--- src/rtl/axi_4_lite_mst.sv ---
// AXI4-Lite master: turns single-beat user commands into one outstanding AXI4-Lite
// write or read and returns the response status and read data to the user side.
//
// state     | meaning
// S_IDLE    | CMD_READY high, waiting for a user command
// S_WR      | AW and/or W handshake still pending
// S_WR_RESP | both write handshakes done, BREADY high
// S_RD_ADDR | ARVALID high, waiting for ARREADY
// S_RD_DATA | RREADY high, waiting for RVALID
module axi_4_lite_mst #(
  parameter int C_AXI_ADDR_WIDTH   = 32,
  parameter int C_AXI_DATA_WIDTH   = 32,
  parameter int C_AXI_STROBE_WIDTH = C_AXI_DATA_WIDTH / 8
) (
  input  logic                          M_AXI_ACLK,
  input  logic                          M_AXI_ARESETN,
  input  logic                          CMD_VALID,
  output logic                          CMD_READY,
  input  logic                          CMD_WRITE,
  input  logic [C_AXI_ADDR_WIDTH-1:0]   CMD_ADDR,
  input  logic [C_AXI_DATA_WIDTH-1:0]   CMD_WDATA,
  input  logic [C_AXI_STROBE_WIDTH-1:0] CMD_WSTRB,
  output logic                          RSP_VALID,
  output logic [C_AXI_DATA_WIDTH-1:0]   RSP_RDATA,
  output logic [1:0]                    RSP_RESP,
  output logic                          RSP_ERR,
  output logic                          M_AXI_AWVALID,
  input  logic                          M_AXI_AWREADY,
  output logic [C_AXI_ADDR_WIDTH-1:0]   M_AXI_AWADDR,
  output logic [2:0]                    M_AXI_AWPROT,
  output logic                          M_AXI_WVALID,
  input  logic                          M_AXI_WREADY,
  output logic [C_AXI_DATA_WIDTH-1:0]   M_AXI_WDATA,
  output logic [C_AXI_STROBE_WIDTH-1:0] M_AXI_WSTRB,
  input  logic                          M_AXI_BVALID,
  output logic                          M_AXI_BREADY,
  input  logic [1:0]                    M_AXI_BRESP,
  output logic                          M_AXI_ARVALID,
  input  logic                          M_AXI_ARREADY,
  output logic [C_AXI_ADDR_WIDTH-1:0]   M_AXI_ARADDR,
  output logic [2:0]                    M_AXI_ARPROT,
  input  logic                          M_AXI_RVALID,
  output logic                          M_AXI_RREADY,
  input  logic [C_AXI_DATA_WIDTH-1:0]   M_AXI_RDATA,
  input  logic [1:0]                    M_AXI_RRESP
);

  typedef enum logic [2:0] {
    S_IDLE,
    S_WR,
    S_WR_RESP,
    S_RD_ADDR,
    S_RD_DATA
  } state_e;

  state_e                          state_q, state_d;
  logic                            cmd_ready_q, cmd_ready_d;
  logic                            awvalid_q, awvalid_d;
  logic                            wvalid_q, wvalid_d;
  logic                            bready_q, bready_d;
  logic                            arvalid_q, arvalid_d;
  logic                            rready_q, rready_d;
  logic [C_AXI_ADDR_WIDTH-1:0]     addr_q, addr_d;
  logic [C_AXI_DATA_WIDTH-1:0]     wdata_q, wdata_d;
  logic [C_AXI_STROBE_WIDTH-1:0]   wstrb_q, wstrb_d;
  logic                            rsp_valid_q, rsp_valid_d;
  logic [C_AXI_DATA_WIDTH-1:0]     rsp_rdata_q, rsp_rdata_d;
  logic [1:0]                      rsp_resp_q, rsp_resp_d;
  logic                            rsp_err_q, rsp_err_d;

  always_ff @(posedge M_AXI_ACLK) begin
    if (!M_AXI_ARESETN) begin
      state_q     <= S_IDLE;
      cmd_ready_q <= 1'b1;
      awvalid_q   <= 1'b0;
      wvalid_q    <= 1'b0;
      bready_q    <= 1'b0;
      arvalid_q   <= 1'b0;
      rready_q    <= 1'b0;
      addr_q      <= '0;
      wdata_q     <= '0;
      wstrb_q     <= '0;
      rsp_valid_q <= 1'b0;
      rsp_rdata_q <= '0;
      rsp_resp_q  <= 2'b00;
      rsp_err_q   <= 1'b0;
    end else begin
      state_q     <= state_d;
      cmd_ready_q <= cmd_ready_d;
      awvalid_q   <= awvalid_d;
      wvalid_q    <= wvalid_d;
      bready_q    <= bready_d;
      arvalid_q   <= arvalid_d;
      rready_q    <= rready_d;
      addr_q      <= addr_d;
      wdata_q     <= wdata_d;
      wstrb_q     <= wstrb_d;
      rsp_valid_q <= rsp_valid_d;
      rsp_rdata_q <= rsp_rdata_d;
      rsp_resp_q  <= rsp_resp_d;
      rsp_err_q   <= rsp_err_d;
    end
  end

  always_comb begin
    state_d     = state_q;
    cmd_ready_d = cmd_ready_q;
    awvalid_d   = awvalid_q;
    wvalid_d    = wvalid_q;
    bready_d    = bready_q;
    arvalid_d   = arvalid_q;
    rready_d    = rready_q;
    addr_d      = addr_q;
    wdata_d     = wdata_q;
    wstrb_d     = wstrb_q;
    rsp_valid_d = 1'b0;
    rsp_rdata_d = rsp_rdata_q;
    rsp_resp_d  = rsp_resp_q;
    rsp_err_d   = rsp_err_q;

    case (state_q)
      S_IDLE: begin
        if (CMD_VALID && cmd_ready_q) begin
          cmd_ready_d = 1'b0;
          addr_d      = CMD_ADDR;
          if (CMD_WRITE) begin
            wdata_d   = CMD_WDATA;
            wstrb_d   = CMD_WSTRB;
            awvalid_d = 1'b1;
            wvalid_d  = 1'b1;
            state_d   = S_WR;
          end else begin
            arvalid_d = 1'b1;
            state_d   = S_RD_ADDR;
          end
        end
      end

      S_WR: begin
        // AW and W retire independently; either order or the same cycle.
        if (awvalid_q && M_AXI_AWREADY) awvalid_d = 1'b0;
        if (wvalid_q && M_AXI_WREADY)   wvalid_d  = 1'b0;
        if (!awvalid_d && !wvalid_d) begin
          bready_d = 1'b1;
          state_d  = S_WR_RESP;
        end
      end

      S_WR_RESP: begin
        if (bready_q && M_AXI_BVALID) begin
          bready_d    = 1'b0;
          rsp_resp_d  = M_AXI_BRESP;
          rsp_err_d   = |M_AXI_BRESP;
          rsp_valid_d = 1'b1;
          cmd_ready_d = 1'b1;
          state_d     = S_IDLE;
        end
      end

      S_RD_ADDR: begin
        if (arvalid_q && M_AXI_ARREADY) begin
          arvalid_d = 1'b0;
          rready_d  = 1'b1;
          state_d   = S_RD_DATA;
        end
      end

      S_RD_DATA: begin
        if (rready_q && M_AXI_RVALID) begin
          rready_d    = 1'b0;
          rsp_rdata_d = M_AXI_RDATA;
          rsp_resp_d  = M_AXI_RRESP;
          rsp_err_d   = |M_AXI_RRESP;
          rsp_valid_d = 1'b1;
          cmd_ready_d = 1'b1;
          state_d     = S_IDLE;
        end
      end

      default: begin
        state_d     = S_IDLE;
        cmd_ready_d = 1'b1;
        awvalid_d   = 1'b0;
        wvalid_d    = 1'b0;
        bready_d    = 1'b0;
        arvalid_d   = 1'b0;
        rready_d    = 1'b0;
      end
    endcase
  end

  // One address register serves both AW and AR; only one transaction is ever in flight.
  assign CMD_READY     = cmd_ready_q;
  assign RSP_VALID     = rsp_valid_q;
  assign RSP_RDATA     = rsp_rdata_q;
  assign RSP_RESP      = rsp_resp_q;
  assign RSP_ERR       = rsp_err_q;
  assign M_AXI_AWVALID = awvalid_q;
  assign M_AXI_AWADDR  = addr_q;
  assign M_AXI_AWPROT  = 3'b000;
  assign M_AXI_WVALID  = wvalid_q;
  assign M_AXI_WDATA   = wdata_q;
  assign M_AXI_WSTRB   = wstrb_q;
  assign M_AXI_BREADY  = bready_q;
  assign M_AXI_ARVALID = arvalid_q;
  assign M_AXI_ARADDR  = addr_q;
  assign M_AXI_ARPROT  = 3'b000;
  assign M_AXI_RREADY  = rready_q;

endmodule

--- config.mk ---
export PLATFORM = sky130hd
export DESIGN_NAME = axi_4_lite_mst
export DESIGN_NICKNAME = d
export VERILOG_FILES = /design/src/rtl/axi_4_lite_mst.sv
export SDC_FILE = /design/constraint.sdc
export NUM_CORES = 1
export LEC_CHECK = 0
export BUFFER_PORTS_ARGS = -buffer_cell sky130_fd_sc_hd__buf_2
export CORE_ASPECT_RATIO = 0.9
export CORE_MARGIN = 8
export CORE_UTILIZATION = 40
export DETAILED_ROUTE_END_ITERATION = 8
export HOLD_SLACK_MARGIN = 0.12
export PLACE_DENSITY = 0.73
export SKIP_LAST_GASP = 1
export SLEW_MARGIN = 20
export SYNTH_ARGS = -nofsm -noshare
export SYNTH_HDL_FRONTEND = slang
export SYNTH_SLANG_ARGS = --single-unit
--- constraint.sdc ---
create_clock -name M_AXI_ACLK -period 3.2 [get_ports M_AXI_ACLK]
set_clock_uncertainty 0.2 [all_clocks]
set_input_delay 0.8 -clock M_AXI_ACLK [delete_from_list [all_inputs] [get_ports M_AXI_ACLK]]
set_output_delay 0.8 -clock M_AXI_ACLK [all_outputs]
set_load 0.005 [all_outputs]
==> results.cfg <==
[timing]
finalSetupViolCount = 0
fin_crit_sh = 0.7168
period_minus_slack_ns = 2.294
max_freq_ghz = 0.4360
rsz0062_at_grt = no
hold_viol = 0
whs_ns = 0.2451
tightest_slew_ns = 0.6274
slew_headroom = 0.5812
tns_ns = 0
slew_violations = 0

[global_routing]
antenna_found_initial = 0
grt_max_degree = 42
grt_usage = 0.1664
grt_pass1_vias = 4254
grt_pass1_wl_mm = 21.68
grt-ovfl-total = 0

[worst_setup_path]
path_class = reg2reg
path_cells = nor3b_2, nand3_2, nand2_1, a21boi_0
worstPathRequired_ns = 3.28
worstSetupStartpointType = register
max_stage_delay_ns = 0.59
cpLargestDelayFamily = simple AND/OR/NAND/NOR gates
cp_max_fo = 32
crit_arrival_ns = 2.38
crit_buf_inv = 0
slowest_stage = nand3_2
cp-end-kind = register

[die]
die-area_mm2 = 0.01600
rows = 38
die_h_um = 120.8
die_w_um = 132.5
design.core.area_mm2 = 0.01198
ios = 261
start_util = 0.4075

[synthesis]
ys_seq_area_frac = 0.4634
synth_cell_types = 40
ys_seq_elements = 113
synth.avg_cell_area_um2 = 8.656
synthesis.area_mm2 = 0.004882
yosysWarnings = 0
netlist_instances = 564

[clock_network]
ctsResizeCount = 0
cts_max_level = 4
clockRootBuffer = clkbuf_16
holdBufCountCts = 0
numClockSinks = 113
cts_made_buffers = 17
path_clk_slew_ns = 0.05
cts_tree = yes
clk_latency_ns = 0.40
cts_max_path_buffers = 2
postCtsSetupBuffers = 0

[place]
io_buffers = 254
gp_congestion = 0.7785
post-dp-hpwl_mm = 10.04
placed_cell_area_mm2 = 0.005946

[final_layout]
nets = 889
final_cell_area_mm2 = 0.006561
drive_gt1_frac = 0.4183
diodes = 0
area_growth_pct = 34.39

[power]
p_leak_uw = 0.003068
irDropWorstVdd_mv = 0.3225
power_density_mw_per_mm2 = 614.8

[drt]
viasPerCell = 4.584
drtIter0Drc = 174
wl_per_cell_um = 14.41
drt-total-wl_mm = 13.67
via_count = 4350
ant_nets = 0
first_pass_iters = 6
drc = 0

[run]
drv_cap = 0

[worst_hold_path]
hold_class = reg2reg

[status]
status = complete, no violations
==> worst register-to-register path, stage by stage, from the launching register on <==
cell	delay, ns
dfxtp_1	0.56
nor3b_2	0.51
nand3_2	0.59
nand2_1	0.22
a21boi_0	0.10
==> final timing paths <==
kind                      to  slack, ns  cells past startpoint             from
max reg2reg     RSP_RDATA[0]       0.91                      4       state_q[2]
min          M_AXI_WDATA[22]       0.25                      2  M_AXI_WDATA[22]
min reg2reg  M_AXI_WDATA[22]       0.25                      2  M_AXI_WDATA[22]
max             RSP_RDATA[0]       0.91                      4       state_q[2]
==> state kept, by name, indices dropped and copies added (netlist names) <==
name and flops:
CMD_READY 1, M_AXI_ARADDR 32, M_AXI_ARVALID 1, M_AXI_AWVALID 1, M_AXI_BREADY 1, M_AXI_RREADY 1
M_AXI_WDATA 32, M_AXI_WSTRB 4, M_AXI_WVALID 1, RSP_ERR 1, RSP_RDATA 32, RSP_RESP 2
RSP_VALID 1, state_q 3
==> cell type report <==
type | count | area, um^2
Tap cell | 160 | 200.2
Timing Repair Buffer | 261 | 1349
Fill cell | 1154 | 5420
Clock buffer | 22 | 484.2
Clock inverter | 10 | 131.4
Multi-Input combinational cell | 380 | 2123
Sequential cell | 113 | 2262
Inverter | 3 | 11.26
==> logic make-up after synthesis <==
| logic type | share of synthesized area |
|---|---|
| multiplexers | 0.004101 |
| other | 0.0007681 |
| buffers and inverters | 0.1056 |
| flip-flops | 0.4634 |
| AO/OA/AOI/OAI | 0.2194 |
| AND/OR/NAND/NOR | 0.2068 |
==> cells in the mapped netlist, drive strengths merged <==
cell type | n | area (um^2)
nand2 | 214 | 803.3
nor4 | 1 | 6.260
a22o | 1 | 8.760
o31ai | 1 | 7.510
o21a | 1 | 7.510
inv | 3 | 11.26
or2 | 1 | 8.760
nor2 | 4 | 22.52
buf | 56 | 440.4
nand2b | 1 | 6.260
a211oi | 1 | 7.510
a21boi | 104 | 889.6
dfxtp | 113 | 2262
nand3 | 6 | 40.04
nand4b | 2 | 17.52
and3 | 1 | 6.260
mux2i | 2 | 20.02
o311ai | 2 | 17.52
and3b | 1 | 8.760
o21ai | 7 | 35.03
clkbuf | 17 | 63.81
o211a | 4 | 40.04
a21oi | 8 | 43.79
nor3b | 1 | 12.51
nor2b | 3 | 18.77
nor3 | 3 | 37.53
a31oi | 1 | 6.260
o211ai | 1 | 7.510
or3b | 1 | 8.760
and2 | 2 | 12.51
conb | 1 | 3.750
==> report_power, final <==
part / leakage (uW) / internal (uW) / switching (uW)
registers: 0.000918 / 1500 / 67.8
clock network: 0.000306 / 1300 / 633
logic: 0.00184 / 251 / 286
==> per-layer routing <==
metal	track usage	wire (um)
met5	0	0
met4	0.05103	117
met3	0.07214	1148
met2	0.2837	6624
met1	0.1849	5780
==> cell usage in the layout, fill, tap and decap left out, types with 2 or more instances in the layout <==
cell type  instances
a21boi_2          29
buf_4              5
bufinv_16          3
o211a_1            4
buf_12             2
nor3_4             2
inv_1              3
nor2b_1            3
a21boi_0          35
nand2_1          214
o311ai_0           2
nand4b_1           2
a21oi_1            7
nor2_1             3
dfxtp_1          113
clkinv_2           5
nand3_1            4
clkbuf_16         17
o21ai_0            7
buf_2            254
conb_1             6
mux2i_1            2
nand3_2            2
and2_1             2
a21boi_1          40
clkbuf_8           4
==> metrics by stage <==
step                      setup WS, ns  power [uW]    util  instances
after floorplan                  1.305        1954       -        569
after global placement          0.9139        2137  0.4962        917
after detailed placement        0.9007        2140  0.4962        917
after CTS                       0.8832        4096  0.5476        949
after global routing            0.6063        4226  0.5476        949
final                           0.9063        4034  0.5476        949
(Power assumes the default switching activity.)
